File: config.mk
export PLATFORM = sky130hd
export DESIGN_NAME = core_ahb_bridge_flat
export DESIGN_NICKNAME = d
export VERILOG_FILES = /design/src/rtl/core_bus_pkg.sv /design/src/rtl/core_ahb_bridge_if.sv /design/src/rtl/core_bus_lane.sv /design/src/rtl/core_ahb_bridge.sv /design/src/flat_wrapper.sv
export SDC_FILE = /design/constraint.sdc
export NUM_CORES = 1
export LEC_CHECK = 0
export ABC_AREA = 1
export CORE_AREA = 3 3 123 125
export DETAILED_ROUTE_END_ITERATION = 8
export DIE_AREA = 0 0 126 128
export GPL_ROUTABILITY_DRIVEN = 0
export PLACE_DENSITY = 0.76
export SKIP_CTS_REPAIR_TIMING = 1
export SYNTH_ARGS = -nofsm -noshare
export SYNTH_HDL_FRONTEND = slang
export SYNTH_SLANG_ARGS = --single-unit
File: constraint.sdc
create_clock -name clk -period 13.6 [get_ports clk]
set_input_delay 2.72 -clock clk [delete_from_list [all_inputs] [get_ports clk]]
set_output_delay 2.72 -clock clk [all_outputs]
set_load 0.01 [all_outputs]
File: src/rtl/core_bus_pkg.sv
// Shared encodings for the core data-bus to AHB-Lite bridge: transfer types, sizes, FSM states.
package core_bus_pkg;

  localparam int unsigned DATA_W = 32;

  localparam logic [1:0] HTRANS_IDLE   = 2'b00;
  localparam logic [1:0] HTRANS_NONSEQ = 2'b10;

  localparam logic [2:0] HSIZE_BYTE = 3'b000;
  localparam logic [2:0] HSIZE_HALF = 3'b001;
  localparam logic [2:0] HSIZE_WORD = 3'b010;

  localparam logic [1:0] SIZE_BYTE = 2'b00;
  localparam logic [1:0] SIZE_HALF = 2'b01;
  localparam logic [1:0] SIZE_WORD = 2'b10;
  localparam logic [1:0] SIZE_RSVD = 2'b11;

  typedef enum logic [1:0] {
    ST_IDLE,
    ST_ADDR,
    ST_DATA,
    ST_ERR
  } bus_state_e;

  // Reserved size code behaves as a word transfer.
  function automatic logic [1:0] size_norm(input logic [1:0] size);
    return (size == SIZE_RSVD) ? SIZE_WORD : size;
  endfunction

  function automatic logic [1:0] align_mask(input logic [1:0] size);
    case (size)
      SIZE_BYTE: return 2'b00;
      SIZE_HALF: return 2'b01;
      default:   return 2'b11;
    endcase
  endfunction

  function automatic logic [2:0] hsize_of(input logic [1:0] size);
    case (size)
      SIZE_BYTE: return HSIZE_BYTE;
      SIZE_HALF: return HSIZE_HALF;
      default:   return HSIZE_WORD;
    endcase
  endfunction

endpackage

File: src/rtl/core_ahb_bridge_if.sv
// Core data-bus request port plus AHB-Lite master signals, as seen by the bridge (slave)
// and by its environment (master).
interface core_ahb_bridge_if #(
  parameter int unsigned ADDR_W = 32
);
  logic              ahb_rd_en;
  logic              ahb_wr_en;
  logic [ADDR_W-1:0] ahb_addr;
  logic [1:0]        ahb_size;
  logic [31:0]       ahb_wr_data;
  logic [31:0]       ahb_rd_data;
  logic              ahb_rd_vld;
  logic              ahb_busy;
  logic              bus_err;
  logic              req_drop;

  logic [ADDR_W-1:0] HADDR;
  logic [1:0]        HTRANS;
  logic              HWRITE;
  logic [2:0]        HSIZE;
  logic [3:0]        HPROT;
  logic [31:0]       HWDATA;
  logic [31:0]       HRDATA;
  logic              HREADY;
  logic              HRESP;

  modport slave (
    input  ahb_rd_en, ahb_wr_en, ahb_addr, ahb_size, ahb_wr_data,
    output ahb_rd_data, ahb_rd_vld, ahb_busy, bus_err, req_drop,
    output HADDR, HTRANS, HWRITE, HSIZE, HPROT, HWDATA,
    input  HRDATA, HREADY, HRESP
  );

  modport master (
    output ahb_rd_en, ahb_wr_en, ahb_addr, ahb_size, ahb_wr_data,
    input  ahb_rd_data, ahb_rd_vld, ahb_busy, bus_err, req_drop,
    input  HADDR, HTRANS, HWRITE, HSIZE, HPROT, HWDATA,
    output HRDATA, HREADY, HRESP
  );

endinterface

File: src/rtl/core_bus_lane.sv
// Byte-lane steering: replicate narrow write data across HWDATA, extract and zero-extend read data.
module core_bus_lane
  import core_bus_pkg::*;
(
  input  logic [1:0]        size,
  input  logic [1:0]        addr_lo,
  input  logic [DATA_W-1:0] wdata,
  input  logic [DATA_W-1:0] hrdata,
  output logic [DATA_W-1:0] wdata_rep_c,
  output logic [DATA_W-1:0] rdata_ext_c
);

  always_comb begin
    wdata_rep_c = wdata;
    rdata_ext_c = hrdata;
    case (size)
      SIZE_BYTE: begin
        wdata_rep_c = {4{wdata[7:0]}};
        rdata_ext_c = {24'h0, hrdata[{addr_lo, 3'b000} +: 8]};
      end
      SIZE_HALF: begin
        wdata_rep_c = {2{wdata[15:0]}};
        rdata_ext_c = {16'h0, hrdata[{addr_lo[1], 4'b0000} +: 16]};
      end
      default: begin
        wdata_rep_c = wdata;
        rdata_ext_c = hrdata;
      end
    endcase
  end

endmodule

File: src/rtl/core_ahb_bridge.sv
// Executes one core read/write request at a time as a non-pipelined AHB-Lite SINGLE transfer.
module core_ahb_bridge
  import core_bus_pkg::*;
#(
  parameter int unsigned ADDR_W    = 32,
  parameter logic [3:0]  HPROT_VAL = 4'b0011,
  parameter logic [31:0] ERR_RDATA = 32'h0
) (
  input logic              clk,
  input logic              rst,
  core_ahb_bridge_if.slave bus
);

  bus_state_e        state_q, state_d;
  logic [1:0]        addr_lo_q, addr_lo_d;
  logic [1:0]        size_q, size_d;
  logic [31:0]       wdata_q, wdata_d;
  logic              write_q, write_d;
  logic [1:0]        htrans_q, htrans_d;
  logic [ADDR_W-1:0] haddr_q, haddr_d;
  logic              hwrite_q, hwrite_d;
  logic [2:0]        hsize_q, hsize_d;
  logic [31:0]       hwdata_q, hwdata_d;
  logic [31:0]       rd_data_q, rd_data_d;
  logic              rd_vld_q, rd_vld_d;
  logic              busy_q, busy_d;
  logic              bus_err_q, bus_err_d;
  logic              req_drop_q, req_drop_d;

  logic              req, done, err;
  logic [1:0]        req_size;
  logic [31:0]       wdata_rep_c, rdata_ext_c;

  core_bus_lane u_lane (
    .size        (size_q),
    .addr_lo     (addr_lo_q),
    .wdata       (wdata_q),
    .hrdata      (bus.HRDATA),
    .wdata_rep_c (wdata_rep_c),
    .rdata_ext_c (rdata_ext_c)
  );

  always_ff @(posedge clk or posedge rst) begin
    if (rst) begin
      state_q    <= ST_IDLE;
      addr_lo_q  <= 2'b00;
      size_q     <= SIZE_BYTE;
      wdata_q    <= 32'h0;
      write_q    <= 1'b0;
      htrans_q   <= HTRANS_IDLE;
      haddr_q    <= '0;
      hwrite_q   <= 1'b0;
      hsize_q    <= 3'b000;
      hwdata_q   <= 32'h0;
      rd_data_q  <= 32'h0;
      rd_vld_q   <= 1'b0;
      busy_q     <= 1'b0;
      bus_err_q  <= 1'b0;
      req_drop_q <= 1'b0;
    end else begin
      state_q    <= state_d;
      addr_lo_q  <= addr_lo_d;
      size_q     <= size_d;
      wdata_q    <= wdata_d;
      write_q    <= write_d;
      htrans_q   <= htrans_d;
      haddr_q    <= haddr_d;
      hwrite_q   <= hwrite_d;
      hsize_q    <= hsize_d;
      hwdata_q   <= hwdata_d;
      rd_data_q  <= rd_data_d;
      rd_vld_q   <= rd_vld_d;
      busy_q     <= busy_d;
      bus_err_q  <= bus_err_d;
      req_drop_q <= req_drop_d;
    end
  end

  // Next-state and registered-output logic; pulses default low, everything else holds.
  always_comb begin
    state_d    = state_q;
    addr_lo_d  = addr_lo_q;
    size_d     = size_q;
    wdata_d    = wdata_q;
    write_d    = write_q;
    htrans_d   = htrans_q;
    haddr_d    = haddr_q;
    hwrite_d   = hwrite_q;
    hsize_d    = hsize_q;
    hwdata_d   = hwdata_q;
    rd_data_d  = rd_data_q;
    busy_d     = busy_q;
    rd_vld_d   = 1'b0;
    bus_err_d  = 1'b0;
    req_drop_d = 1'b0;
    done       = 1'b0;
    err        = 1'b0;
    req        = bus.ahb_rd_en | bus.ahb_wr_en;
    req_size   = size_norm(bus.ahb_size);

    case (state_q)
      ST_IDLE: begin
        if (req) begin
          state_d    = ST_ADDR;
          addr_lo_d  = bus.ahb_addr[1:0];
          size_d     = req_size;
          wdata_d    = bus.ahb_wr_data;
          write_d    = bus.ahb_wr_en;
          req_drop_d = bus.ahb_rd_en & bus.ahb_wr_en;
          htrans_d   = HTRANS_NONSEQ;
          haddr_d    = bus.ahb_addr & ~ADDR_W'(align_mask(req_size));
          hwrite_d   = bus.ahb_wr_en;
          hsize_d    = hsize_of(req_size);
          busy_d     = 1'b1;
        end
      end
      ST_ADDR: begin
        req_drop_d = req;
        if (bus.HREADY) begin
          state_d  = ST_DATA;
          htrans_d = HTRANS_IDLE;
          if (write_q) hwdata_d = wdata_rep_c;
        end
      end
      ST_DATA: begin
        req_drop_d = req;
        if (bus.HREADY) begin
          done = 1'b1;
          err  = bus.HRESP;
        end else if (bus.HRESP) begin
          state_d = ST_ERR;
        end
      end
      ST_ERR: begin
        req_drop_d = req;
        if (bus.HREADY) begin
          done = 1'b1;
          err  = 1'b1;
        end
      end
      default: state_d = ST_IDLE;
    endcase

    if (done) begin
      state_d   = ST_IDLE;
      busy_d    = 1'b0;
      bus_err_d = err;
      if (!write_q) begin
        rd_vld_d  = 1'b1;
        rd_data_d = err ? ERR_RDATA : rdata_ext_c;
      end
    end
  end

  assign bus.HTRANS      = htrans_q;
  assign bus.HADDR       = haddr_q;
  assign bus.HWRITE      = hwrite_q;
  assign bus.HSIZE       = hsize_q;
  assign bus.HPROT       = HPROT_VAL;
  assign bus.HWDATA      = hwdata_q;
  assign bus.ahb_rd_data = rd_data_q;
  assign bus.ahb_rd_vld  = rd_vld_q;
  assign bus.ahb_busy    = busy_q;
  assign bus.bus_err     = bus_err_q;
  assign bus.req_drop    = req_drop_q;

endmodule
File: src/flat_wrapper.sv
// flat-port wrapper written by rule: the top's interface ports become plain ports
module core_ahb_bridge_flat import core_bus_pkg::*;
#(
  parameter int unsigned ADDR_W    = 32,
  parameter logic [3:0]  HPROT_VAL = 4'b0011,
  parameter logic [31:0] ERR_RDATA = 32'h0
)
  (clk, rst, bus_ahb_rd_en, bus_ahb_wr_en, bus_ahb_addr, bus_ahb_size, bus_ahb_wr_data, bus_ahb_rd_data, bus_ahb_rd_vld, bus_ahb_busy, bus_bus_err, bus_req_drop, bus_HADDR, bus_HTRANS, bus_HWRITE, bus_HSIZE, bus_HPROT, bus_HWDATA, bus_HRDATA, bus_HREADY, bus_HRESP);
  core_ahb_bridge_if #(.ADDR_W(ADDR_W)) bus_i ();
  input logic clk;
  input logic rst;
  input wire logic [$bits(bus_i.ahb_rd_en)-1:0] bus_ahb_rd_en;
  input wire logic [$bits(bus_i.ahb_wr_en)-1:0] bus_ahb_wr_en;
  input wire logic [$bits(bus_i.ahb_addr)-1:0] bus_ahb_addr;
  input wire logic [$bits(bus_i.ahb_size)-1:0] bus_ahb_size;
  input wire logic [$bits(bus_i.ahb_wr_data)-1:0] bus_ahb_wr_data;
  output wire logic [$bits(bus_i.ahb_rd_data)-1:0] bus_ahb_rd_data;
  output wire logic [$bits(bus_i.ahb_rd_vld)-1:0] bus_ahb_rd_vld;
  output wire logic [$bits(bus_i.ahb_busy)-1:0] bus_ahb_busy;
  output wire logic [$bits(bus_i.bus_err)-1:0] bus_bus_err;
  output wire logic [$bits(bus_i.req_drop)-1:0] bus_req_drop;
  output wire logic [$bits(bus_i.HADDR)-1:0] bus_HADDR;
  output wire logic [$bits(bus_i.HTRANS)-1:0] bus_HTRANS;
  output wire logic [$bits(bus_i.HWRITE)-1:0] bus_HWRITE;
  output wire logic [$bits(bus_i.HSIZE)-1:0] bus_HSIZE;
  output wire logic [$bits(bus_i.HPROT)-1:0] bus_HPROT;
  output wire logic [$bits(bus_i.HWDATA)-1:0] bus_HWDATA;
  input wire logic [$bits(bus_i.HRDATA)-1:0] bus_HRDATA;
  input wire logic [$bits(bus_i.HREADY)-1:0] bus_HREADY;
  input wire logic [$bits(bus_i.HRESP)-1:0] bus_HRESP;
  assign bus_i.ahb_rd_en = bus_ahb_rd_en;
  assign bus_i.ahb_wr_en = bus_ahb_wr_en;
  assign bus_i.ahb_addr = bus_ahb_addr;
  assign bus_i.ahb_size = bus_ahb_size;
  assign bus_i.ahb_wr_data = bus_ahb_wr_data;
  assign bus_ahb_rd_data = bus_i.ahb_rd_data;
  assign bus_ahb_rd_vld = bus_i.ahb_rd_vld;
  assign bus_ahb_busy = bus_i.ahb_busy;
  assign bus_bus_err = bus_i.bus_err;
  assign bus_req_drop = bus_i.req_drop;
  assign bus_HADDR = bus_i.HADDR;
  assign bus_HTRANS = bus_i.HTRANS;
  assign bus_HWRITE = bus_i.HWRITE;
  assign bus_HSIZE = bus_i.HSIZE;
  assign bus_HPROT = bus_i.HPROT;
  assign bus_HWDATA = bus_i.HWDATA;
  assign bus_i.HRDATA = bus_HRDATA;
  assign bus_i.HREADY = bus_HREADY;
  assign bus_i.HRESP = bus_HRESP;
  core_ahb_bridge #(.ADDR_W(ADDR_W), .HPROT_VAL(HPROT_VAL), .ERR_RDATA(ERR_RDATA)) u_core (.clk(clk), .rst(rst), .bus(bus_i));
endmodule
==> metrics.cfg, run 1 <==
[timing]
setup_viol=0
min_period_ns=4.70
min_period_over_period_pct=34.6
worst_slew_pin_slew_ns=1.11
skew_ns=0.00538
setup_tns_ns=0
rsz0062_at_grt=no
fmax_mhz=213
drv_slew=0
maxSlewHeadroom_pct=25.8
hold_violations=0

[clocking]
root_buffer=clkbuf_16
htree_num_levels=4
clk_pin_slew_ns=0.06
cts_max_path_buffers=2
cts_inserted_buffers=17
clkLatencyLatePin_ns=0.42
cts_sinks=140
cts_tree=built

[floorplanning]
dieArea_um2=16100
start_util_pct=44.9
rows=43
die_h_um=128
io-pin-count=214
die_width_um=126
design.core.area_um2=14000

[run]
drv_cap=0

[yosys]
muxShareOfSynthArea_pct=0
async_flop_share_pct=100
yosys_register_bits=140
synth_top_family_by_area=simple AND/OR/NAND/NOR gates
synth-main-ff-cell=dfrtp_1
yosysTopAreaCell=dfrtp_1
synth_simple_gate_area_share_pct=32.7
seq_area_frac_synth_pct=55.8
syn_area_um2=6280
synth_edf_count=0
synth_fa_ha_area_share_pct=0.797
synth-xor-area-share_pct=0
syn_inst=776
ys_warn_count=0
synth_cell_types=28
yosys-top-cells-area=dfrtp_1 (56%), nand2_1 (26%), nand3_1 (3.2%), a2bb2oi_1 (2.0%), buf_4 (1.8%)
synth-compound-area-share_pct=4.92
yosysTopAreaCellShare_pct=55.8
synth_common_cells=nand2_1 (437), dfrtp_1 (140), nand3_1 (40)
synth_most_common_cell=nand2_1
postSynthAreaPerCell_um2=8.10

[worst_hold_path]
hold_start=u_core.wdata_q[31]$_DFFE_PP0P_
hold_depth=2
hold_end=u_core.wdata_q[31]$_DFFE_PP0P_
hold_class=reg -> reg

[pwr]
combPwrFrac_pct=43.3
switching_power_uw=806
swShare_pct=38.6
p_leak_uw=0.00448
power.internal_uw=1280
power_density_nw_per_um2=234
clockPowerShare_pct=20.8
peakVddDrop_v=0.000115
p_seq_share_pct=35.9

[global_routing]
grt_pass1_wl_um=28400
grt_overflow=0
antenna_found_initial=2
grt_pass1_vias=5357
grtUsageTotal_pct=22.2
grt_max_degree=78

[critical_path]
end_kind=register
required_ns=13.94
reg2reg_setup_slack_ns=10.97
cp-start-kind=input pin
timing.rr.end=u_core.addr_lo_q[0]$_DFFE_PP0P_
cp.arrival_ns=5.04
worstRegToRegCells=7
crit_type=in -> reg
reg2reg_from=u_core.state_q[1]$_DFFE_PP0P_
crit_fanout=70

[routing]
routedWlPerCell_um=14.9
drt-pass1-iter-count=6
ant_nets=0
totalWireLength_um=17300
routed_via_density=4.86
post-route-drc-count=0
initialDrtViolationCount=391
vias=5645

[placement]
placed_cell_area_um2=8380
portBuffers=207
dp_hpwl_um=12000

[layout]
fill_cells=1241
diodes=0
drive_gt1_share_pct=5.61
multiInputGateArea_um2=2440
syn_to_final_growth_pct=42.2
post-route-cell-area_um2=8930
fin_nets=1076
regArea_um2=3500

[outcome]
status=completed

-- per-stage QoR --
| step | hold slack, ns | utilization (%) | power (uW) | std cells | worst slack [ns] |
|---|---|---|---|---|---|
| after CTS | 0.482 | 63.8 | 2110 | 1161 | 8.85 |
| after detailed placement | 0.466 | 59.9 | 1670 | 1129 | 8.40 |
| after global placement | 0.461 | 59.9 | 1650 | 1129 | 8.48 |
| after global routing | 0.505 | 63.8 | 2250 | 1161 | 8.67 |
| final | 0.478 | 63.8 | 2090 | 1161 | 8.90 |
| after floorplan | 0.449 | - | 1230 | 780 | 7.13 |
-- registers in the layout (all words and copies together) (netlist names), 2 cells and up --
signal,cells
u_core.bus.HADDR,32
u_core.state_q,2
u_core.wdata_q,32
u_core.addr_lo_q,2
u_core.bus.ahb_rd_data,32
u_core.bus.HWDATA,32
-- worst max-delay path by stage --
| stage | from | endpoint | slack (ns) | cells past startpoint |
|---|---|---|---|---|
| global route | bus_ahb_rd_en | u_core.bus.HADDR[1]$_DFFE_PP0P_ | 8.67 | 8 |
| detailed placement | bus_ahb_wr_en | u_core.bus.HADDR[1]$_DFFE_PP0P_ | 8.40 | 8 |
| finish | bus_ahb_wr_en | u_core.bus.HADDR[0]$_DFFE_PP0P_ | 8.90 | 8 |
| CTS | bus_ahb_wr_en | u_core.bus.HADDR[0]$_DFFE_PP0P_ | 8.85 | 8 |
| floorplan | rst | u_core.addr_lo_q[0]$_DFFE_PP0P_ | 7.13 | 1 |
| global placement | bus_ahb_wr_en | u_core.addr_lo_q[1]$_DFFE_PP0P_ | 8.48 | 8 |
-- cells by family (layout without fill, tap and decap cells) --
group                      after synthesis  count (layout)
AOI/OAI and AO/OA                       45              45
adders and majority gates                4               4
buffers and inverters                   71             272
DFF                                    140             140
other                                    2               6
and+or+nand+nor                        514             514
-- cell type report --
cell class | count | share of cell area [%]
repair buffers | 210 | 23.5
well taps | 180 | 2.52
inverters | 30 | 1.32
flip-flops and latches | 140 | 39.2
multi-input cells | 569 | 27.3
clock buffers | 17 | 4.76
clock inverters | 15 | 1.43
-- worst max-delay path: stages --
cell and delay, ns:
clkdlybuf4s50_1 0.45, inv_1 0.05, nand2_1 0.12, nand2_2 0.05, buf_4 0.32, inv_2 0.91, nand2_1 0.14, o21ai_0 0.20
-- power groups by stage --
stage / sequential (uW) / combinational, uW / clock, uW
CTS: 748 / 919 / 441
global placement: 750 / 896 / 0
finish: 749 / 904 / 434
floorplan: 785 / 448 / 0
detailed placement: 749 / 916 / 0
global route: 775 / 1010 / 461
-- placed cells by master, fill, tap and decap left out, types with 3 or more instances in the layout --
cell type        synthesis  routed
dfrtp_1                140     139
a21oi_1                  9       9
nor2_4                   3       3
clkdlybuf4s50_1          0     207
ha_1                     4       4
inv_6                    0       7
nand3_1                 40      40
conb_1                   2       6
clkinvlp_4               0       5
a2bb2oi_1               14      14
o31ai_1                  8       8
clkbuf_16                0      17
clkinv_4                 0       3
o21ai_0                 10      10
nor2_1                  24      24
inv_1                   24      23
buf_4                   15       3
nand2_1                437     437
inv_2                    5       5
-- metal layers --
metal / wire length (um) / vias up / global-route usage [%]
li1: - / 2790 / -
met1: 7680 / 2610 / 30.5
met2: 7930 / 222 / 33.0
met3: 1470 / 19 / 7.96
met4: 226 / 4 / 6.88
met5: 23 / - / 0
Note: power is estimated with default switching activity, not from simulation.
==> inputs of run 2 (changes only) <==
CORE_AREA = 3 3 128 130   (was 3 3 123 125)
DIE_AREA = 0 0 131 133   (was 0 0 126 128)
PLACE_DENSITY = 0.73   (was 0.76)
clock period = 4.2 ns   (was 13.6 ns; I/O delays follow)
==> metrics.cfg, run 2 (synthesis gave the netlist of run 1 again) <==
[run]
drv_cap=0  ; unchanged

[critical_path]
timing.rr.end=u_core.bus.HWDATA[24]$_DFFE_PP0P_  ; was u_core.addr_lo_q[0]$_DFFE_PP0P_
crit_type=in -> reg  ; unchanged
cp-start-kind=input pin  ; unchanged
path_buf_inv=2  ; was 4
slowest_stage=clkdlybuf4s50_1  ; was inv_2
max_stage_delay_ns=0.64  ; was 0.91 ns
reg2reg_setup_slack_ns=1.81  ; was 10.97 ns
end_kind=register  ; unchanged
crit_fanout=33  ; was 70
path_delay_family=buffers and inverters  ; unchanged
reg2reg_from=u_core.state_q[1]$_DFFE_PP0P_  ; unchanged
worstRegToRegCells=6  ; was 7
crit_chain=clkdlybuf4s50_1 > nand3_2 > inv_2 > nand4_1 > o21a_1  ; was clkdlybuf4s50_1 > inv_1 > nand2_1 > nand2_2 > buf_4 > inv_2 > nand2_1 > o21ai_0
required_ns=4.51  ; was 13.94 ns
cp.arrival_ns=2.98  ; was 5.04 ns

[worst_hold_path]
hold_depth=2  ; unchanged
hold_end=u_core.bus.HADDR[9]$_DFFE_PP0P_  ; was u_core.wdata_q[31]$_DFFE_PP0P_
hold_start=u_core.bus.HADDR[9]$_DFFE_PP0P_  ; was u_core.wdata_q[31]$_DFFE_PP0P_
hold_class=reg -> reg  ; unchanged

[floorplanning]
die_width_um=131  ; was 126 um
die_h_um=133  ; was 128 um
rows=45  ; was 43
start_util_pct=41.2  ; was 44.9%
dieArea_um2=17400  ; was 16,100 um2
io-pin-count=214  ; unchanged
design.core.area_um2=15300  ; was 14,000 um2

[layout]
multiInputGateArea_um2=2440  ; unchanged
layout_commonest_cell=nand2_1  ; unchanged
final_util_pct=59.4  ; was 63.8%
drive_gt1_share_pct=5.60  ; was 5.61%
diodes=0  ; unchanged
fill_cells=1378  ; was 1,241
final_cell_mix=nand2_1 (437), clkdlybuf4s50_1 (207), dfrtp_1 (139)  ; unchanged
fin_nets=1077  ; was 1,076
syn_to_final_growth_pct=44.3  ; was 42.2%
regArea_um2=3500  ; unchanged

[timing]
maxSlewHeadroom_pct=24.8  ; was 25.8%
setup_tns_ns=0  ; unchanged
skew_ns=0.00583  ; was 0.00538 ns
min_period_over_period_pct=63.6
fmax_mhz=374
holdWs_ns=0.478  ; about the same
setup_viol=0  ; unchanged
drv_slew=0  ; unchanged
hold_violations=0  ; unchanged
min_period_ns=2.67
worst_slack_ns=1.53  ; was 8.90 ns
worst_slew_pin_slew_ns=1.13  ; was 1.11 ns
rsz0062_at_grt=no  ; unchanged

[pwr]
power_density_nw_per_um2=772  ; was 234 nW/um2
peakVddDrop_v=0.000491  ; was 0.000115 V
switching_power_uw=2610  ; was 806 uW
clockPowerShare_pct=23.0  ; was 20.8%
total_power_uw=7000  ; was 2090 uW
p_leak_uw=0.00454  ; was 0.00448 uW
swShare_pct=37.2  ; was 38.6%
combPwrFrac_pct=42.1  ; was 43.3%
power.internal_uw=4400  ; was 1280 uW
p_seq_share_pct=34.9  ; was 35.9%

[routing]
totalWireLength_um=17700  ; was 17,300 um
routed_via_density=4.70  ; was 4.86
drt-pass1-iter-count=5  ; was 6
initialDrtViolationCount=362  ; was 391
vias=5606  ; was 5,645
ant_nets=0  ; unchanged
routedWlPerCell_um=14.8  ; was 14.9 um
post-route-drc-count=0  ; unchanged

[clocking]
cts_inserted_buffers=17  ; unchanged
cts_tree=built  ; unchanged
cts_sinks=140  ; unchanged
htree_num_levels=4  ; unchanged
root_buffer=clkbuf_16  ; unchanged
clkLatencyLatePin_ns=0.42  ; about the same
clk_pin_slew_ns=0.06  ; about the same
cts_max_path_buffers=2  ; unchanged

[placement]
post-place-ws_ns=1.08  ; was 8.40 ns
portBuffers=207  ; unchanged
dp_hpwl_um=12300  ; was 12,000 um

[global_routing]
grt_pass1_vias=5414  ; was 5,357
grt_overflow=0  ; unchanged
antenna_found_initial=0  ; was 2
grt_pass1_wl_um=27900  ; was 28,400 um
grtUsageTotal_pct=20.4  ; was 22.2%
grt_max_degree=78  ; unchanged

[outcome]
status=completed  ; unchanged

==> run 2: cell types whose count changed in the layout (fill, tap and decap cells not counted), moves of 3 or more <==
cell / previous run / this run
bufinv_16: 0 / 4
clkinv_2: 0 / 3
clkinvlp_4: 5 / 2
inv_6: 7 / 2
==> run 2: how the worst max path moves through the flow <==
stage / startpoint / to / depth (start not counted)
floorplan: rst / u_core.addr_lo_q[0]$_DFFE_PP0P_ / 1
global placement: bus_HREADY / u_core.bus.HWDATA[24]$_DFFE_PP0P_ / 5
detailed placement: bus_HREADY / u_core.bus.HWDATA[24]$_DFFE_PP0P_ / 5
CTS: bus_HREADY / u_core.bus.HWDATA[24]$_DFFE_PP0P_ / 5
global route: bus_HREADY / u_core.bus.HWDATA[24]$_DFFE_PP0P_ / 5
finish: bus_HREADY / u_core.bus.HWDATA[24]$_DFFE_PP0P_ / 5
==> run 2: cell type report <==
cell class | count | area share, %
flip-flops and latches | 140 | 38.7
multi-input cells | 569 | 26.9
repair buffers | 211 | 23.3
clock buffers | 19 | 4.88
well taps | 211 | 2.91
clock inverters | 13 | 2.08
inverters | 30 | 1.28
==> run 2: worst register-to-register path: stages, from the launching register on <==
cell     delay (ns)
dfrtp_1        0.45
inv_1          0.13
ha_1           0.25
nand3_2        0.54
inv_2          0.62
nand4_1        0.16
o21a_1         0.13
==> run 2: per-layer routing <==
metal  GRT usage (%)  vias to the layer above  routed length [um]
met5               0                        -                   0
met3            7.06                       11                1510
met4            7.31                        0                 189
met2            30.8                      204                8090
met1            27.3                     2607                7880
li1                -                     2784                   -
==> run 2: metrics by stage <==
stage,instance area [um2],instances
final,9070,1193
after global routing,9070,1193
after CTS,9070,1193
after detailed placement,8440,1161
after global placement,8440,1161
after floorplan,6300,780
==> run 2: power by group through the flow <==
stage / registers (uW) / logic (uW) / clock network (uW)
after floorplan: 2540 / 1450 / 0
after global routing: 2520 / 3290 / 1690
final: 2440 / 2950 / 1610
after CTS: 2440 / 2990 / 1640
after global placement: 2450 / 2920 / 0
after detailed placement: 2450 / 2980 / 0
==> RTL edit 1: new RTL, config.mk and constraints of run 1 <==
`ADDR_W` is set to 32 in 3 places; all go to 64.
--- a/src/rtl/core_ahb_bridge_if.sv
+++ b/src/rtl/core_ahb_bridge_if.sv
@@ -2,5 +2,5 @@
 // and by its environment (master).
 interface core_ahb_bridge_if #(
-  parameter int unsigned ADDR_W = 32
+  parameter int unsigned ADDR_W = 64
 );
   logic              ahb_rd_en;
--- a/src/rtl/core_ahb_bridge.sv
+++ b/src/rtl/core_ahb_bridge.sv
@@ -3,5 +3,5 @@
   import core_bus_pkg::*;
 #(
-  parameter int unsigned ADDR_W    = 32,
+  parameter int unsigned ADDR_W    = 64,
   parameter logic [3:0]  HPROT_VAL = 4'b0011,
   parameter logic [31:0] ERR_RDATA = 32'h0
--- a/src/flat_wrapper.sv
+++ b/src/flat_wrapper.sv
@@ -2,5 +2,5 @@
 module core_ahb_bridge_flat import core_bus_pkg::*;
 #(
-  parameter int unsigned ADDR_W    = 32,
+  parameter int unsigned ADDR_W    = 64,
   parameter logic [3:0]  HPROT_VAL = 4'b0011,
   parameter logic [31:0] ERR_RDATA = 32'h0
Interface: changed (resized bus_HADDR and bus_ahb_addr); port bits go from 214 to 278. The function was not compared with the original's and may differ.
==> RTL edit 1 against run 1 <==
Count of clock-buffer cells in the layout up 4; sequential cell count increased by 32; core utilization increased by 13 points; non-clock buffer count rose by 64; worst setup slack worse by 300 ps; clock power rose by 7.8%; power up 20%; global-route usage grew 4.3 points; clock skew rose by 5.4 ps; maximum frequency decreased by 5.9%; routed wire length up 23%; cell area increased by 20%; synthesized area rose by 19%; first-iteration DRC count grew 63%; critical path type unchanged; highest routed layer is now met4.
==> RTL edit 1: results (changes against run 1) <==
top area cells in the synthesized netlist=dfrtp_1 (58%), nand2_1 (26%), o21ai_0 (4.0%) (was dfrtp_1 (56%), nand2_1 (26%), nand3_1 (3.2%)); clock insertion delay at the later pin of the skew report=430 ps; fill count=1051 (was 1241); max reg flops=64; Ys Warns=0 (unchanged); Adder-Cell Fraction of Synth Area=0.6697% (was 0.7967%); All-Layer GR Usage=26.45% (was 22.15%); status=complete, no violations (unchanged); pre-CTS setup slack=8181 ps (was 8399 ps); leak pwr=5.334 nW (was 4.479 nW); largest net degree at the start of global routing=118 (was 78); total gr overflow=0 (unchanged); DR iter-0 viols=636 (was 391); Synth Area in XOR/XNOR=0% (unchanged); GR Util met3=9.042% (was 7.958%); flop2flop setup slack=10700 ps (was 10970 ps); initial antenna violation count=1 (was 2); multiplexer area fraction after synthesis=0% (unchanged); DP HPWL=14.67 mm (was 11.99 mm); Worst Hold End=u_core.wdata_q[18]$_DFFE_PP0P_ (was u_core.wdata_q[31]$_DFFE_PP0P_); RR Endpoint=u_core.bus.HADDR[1]$_DFFE_PP0P_ (was u_core.addr_lo_q[0]$_DFFE_PP0P_); Worst Skew=10.77 ps (was 5.381 ps); Vias/cell=5.021 (was 4.862); H-tree level count=4 (unchanged); worst-path maximum fanout=114 (was 70); nets=1299 (was 1076); crit path DAT=5340 ps (was 5040 ps); Hold Crit Class=reg2reg (unchanged); Yosys cell types=26 (was 28); Worst Reg2Reg Path Length in Cells=7 (unchanged); top cells by count, synth=nand2_1 (512), dfrtp_1 (172), o21ai_0 (59) (was nand2_1 (437), dfrtp_1 (140), nand3_1 (40)); Worst Hold Depth=2 (unchanged); Slowest cell on crit path=buf_4 (was inv_2); CP peak stage delay=860 ps (was 910 ps); VDD IR max=0.1353 mV (was 0.1155 mV); Hold Slack=475.3 ps (was 477.5 ps); global-route wire length before repair=33.66 mm (was 28.40 mm); post-synthesis compound-gate area fraction=5.676% (was 4.919%); total CTS buffers=17 (unchanged); share of cells above drive strength 1=4.437% (was 5.607%); clock slew at reported path FFs=70 ps; met2 GRT Util=43.38% (was 32.99%); Worst-Margin Slew=1123 ps (was 1111 ps); hold_sp=u_core.wdata_q[18]$_DFFE_PP0P_ (was u_core.wdata_q[31]$_DFFE_PP0P_); Global Route met1 Usage=33.12% (was 30.49%); vias in the first global route=6586 (was 5357); Total Wirelength=21.29 mm (was 17.33 mm); sequential fraction of the synthesis area=57.59% (was 55.77%); Port-buffer cells=271 (was 207)
RTL edit 1: changes by cell type after synthesis, moves of 2 or more:
cell,delta
nand2_1,+75
o21ai_0,+49
dfrtp_1,+32
nor2_1,-16
a2bb2oi_1,-12
inv_1,+8
o22a_1,+8
o31ai_1,-8
a21oi_1,-6
clkbuf_1,+4
buf_2,+3
o21a_1,-2
o21ai_1,+2
RTL edit 1: kinds of logic (layout without fill, tap and decap cells):
group                    count (synthesis)  count (layout)
adder cells (fa/ha/maj)                  4               4
AND/OR/NAND/NOR                        570             570
flip-flops                             172             172
other                                    2               7
AO/OA/AOI/OAI                           76              76
buffers and inverters                   87             344
RTL edit 1: how the worst max path moves through the flow:
stage / cells after the start / slack, ps / to / startpoint
2_1_floorplan: 1 / 6220 / u_core.addr_lo_q[0]$_DFFE_PP0P_ / rst
5_1_grt: 8 / 8340 / u_core.addr_lo_q[1]$_DFFE_PP0P_ / bus_ahb_wr_en
3_5_place_dp: 8 / 8180 / u_core.bus.HADDR[1]$_DFFE_PP0P_ / bus_ahb_wr_en
4_1_cts: 8 / 8610 / u_core.bus.HADDR[1]$_DFFE_PP0P_ / bus_ahb_wr_en
3_3_place_gp: 8 / 8260 / u_core.bus.HADDR[0]$_DFFE_PP0P_ / bus_ahb_wr_en
6_report: 8 / 8600 / u_core.bus.HADDR[1]$_DFFE_PP0P_ / bus_ahb_wr_en
RTL edit 1: worst min-delay path, cell delays in order, from the launching register on:
cell     delay, ps
dfrtp_1        340
nand2_1         50
nand2_1         50
RTL edit 1: area by class of cell:
class	count	area, µm²	share of cell area [%]
clock inverters	11	108.9	1.013
well taps	180	225.2	2.095
multi-input cells	656	2764	25.71
clock buffers	21	460.4	4.284
flip-flops and latches	172	4304	40.04
inverters	38	148.9	1.385
diodes	1	2.502	0.02328
repair buffers	274	2735	25.45
RTL edit 1: through the flow:
stage,total power [mW],std cells,instance area [µm²]
final,2.503,1353,10750
after global placement,2.015,1320,10180
after global routing,2.684,1353,10750
after floorplan,1.485,915,7488
after CTS,2.524,1352,10750
after detailed placement,2.043,1320,10180
RTL edit 1: per-layer routing:
layer / wire length (µm) / share of wire, % / vias up
met3: 2015 / 9.5 / 32
met2: 10200 / 48 / 289
met4: 438 / 2.1 / 0
met1: 8634 / 41 / 3170
li1: - / - / 3302
met5: 0 / 0 / -
RTL edit 1: power by group:
group	switching [mW]	internal [mW]	total, mW
combinational	0.600	0.535	1.13
clock	0.204	0.264	0.468
sequential	0.147	0.754	0.900
total	0.950	1.55	2.50
==> RTL edit 2: new RTL, config.mk and constraints of run 1 <==
Without the edit above. The 4 states of `bus_state_e` get a Gray code encoding in 2 bits.
--- a/src/rtl/core_bus_pkg.sv
+++ b/src/rtl/core_bus_pkg.sv
@@ -17,8 +17,8 @@
 
   typedef enum logic [1:0] {
-    ST_IDLE,
-    ST_ADDR,
-    ST_DATA,
-    ST_ERR
+    ST_IDLE = 2'b00,
+    ST_ADDR = 2'b01,
+    ST_DATA = 2'b11,
+    ST_ERR  = 2'b10
   } bus_state_e;
 
Check against the original RTL: same outputs for any inputs over 4 cycles, from zero or initial values and one cycle with rst high; so few cycles prove little.
==> RTL edit 2 against run 1 <==
Core utilization decreased by 0.080 points; worst setup slack got worse by 220 ps; routed wire length increased by 0.76%; power increased by 0.58%; die area unchanged; synthesized area decreased by 1.5%; sequential cell count unchanged; cell area decreased by 0.13%; critical path type is now reg2out; critical endpoint is now bus_HSIZE[1]; largest cell class unchanged; highest routed layer is now met4.
==> RTL edit 2: results (changes against run 1) <==
pre-CTS setup slack=8323 ps (was 8399 ps); global-route wire length before repair=28.74 mm (was 28.40 mm); Worst Skew=9.610 ps (was 5.381 ps); All-Layer GR Usage=22.24% (was 22.15%); worst-path maximum fanout=53 (was 70); Routed met3 length=1.347 mm (was 1.468 mm); Seq. pwr=0.755 mW (was 0.749 mW); DP HPWL=11.78 mm (was 11.99 mm); Mean Syn Cell Area=8.089 µm² (was 8.096 µm²); top area cells in the synthesized netlist=dfrtp_1 (57%), nand2_1 (27%), nand3_1 (2.8%) (was dfrtp_1 (56%), nand2_1 (26%), nand3_1 (3.2%)); vias=5644 (was 5645); Slowest cell on crit path=dfrtp_2 (was inv_2); Vias/cell=4.904 (was 4.862); GR Util met3=6.833% (was 7.958%); first-pass iteration count of the detailed router=5 (was 6); Routed met1 length=7.675 mm (was 7.679 mm); leak pwr=4.465 nW (was 4.479 nW); flop2flop setup slack=10990 ps (was 10970 ps); top routing layer in use=met4 (was met5); Worst slew margin=22.60% (was 25.85%); fill count=1236 (was 1241); CP peak stage delay=1070 ps (was 910 ps); Global Route met1 Usage=29.61% (was 30.49%); largest net degree at the start of global routing=72 (was 78); Placed Area=8314 µm² (was 8378 µm²); hold_sp=u_core.bus.HADDR[7]$_DFFE_PP0P_ (was u_core.wdata_q[31]$_DFFE_PP0P_); vias in the first global route=5526 (was 5357); Tmin final=4927 ps (was 4703 ps); sequential fraction of the synthesis area=56.61% (was 55.77%); top cells by count, synth=nand2_1 (437), dfrtp_1 (140), nand3_1 (35) (was nand2_1 (437), dfrtp_1 (140), nand3_1 (40)); Worst Hold End=u_core.bus.HADDR[7]$_DFFE_PP0P_ (was u_core.wdata_q[31]$_DFFE_PP0P_); CP top delay family=flip-flops (was buffers and inverters); Pwr Total=2.099 mW (was 2.087 mW); Comb pwr share=41.4% (was 43.3%); met2 GRT Util=35.15% (was 32.99%); Worst Setup EP=bus_HSIZE[1] (was u_core.bus.HADDR[0]$_DFFE_PP0P_); Hold Slack=474.8 ps (was 477.5 ps); status=complete, no violations (unchanged); initial antenna violation count=0 (was 2); crit path DAT=2210 ps (was 5040 ps); DR WL met2=8.175 mm (was 7.931 mm); switching share of power=37.07% (was 38.63%); Total Wirelength=17.46 mm (was 17.33 mm); DR iter-0 viols=454 (was 391); share of cells above drive strength 1=5.046% (was 5.607%); VDD IR max=0.1285 mV (was 0.1155 mV)
-- RTL edit 2: cell types whose count changed after synthesis, sizes merged, moves of 2 or more --
cell    before  now
inv         29   23
nand3       41   35
buf         33   30
clkbuf       8   10
nand4        1    3
nor2        30   28
-- RTL edit 2: logic make-up (layout without fill, tap and decap cells) --
logic type / Yosys count / after routing / share of synthesized area (%)
AO/OA/AOI/OAI: 47 / 47 / 5.136
adder cells (fa/ha/maj): 5 / 5 / 1.011
buffers and inverters: 65 / 267 / 5.035
flip-flops: 140 / 140 / 56.61
other: 2 / 6 / 0.1214
AND/OR/NAND/NOR: 506 / 506 / 32.09
-- RTL edit 2: area by class of cell --
type / instances / area, µm² / area share [%]
flip-flops and latches: 140 / 3505 / 39.29
multi-input cells: 564 / 2391 / 26.81
repair buffers: 210 / 2095 / 23.48
clock buffers: 19 / 442.9 / 4.966
well taps: 180 / 225.2 / 2.525
clock inverters: 13 / 162.7 / 1.824
inverters: 25 / 98.84 / 1.108
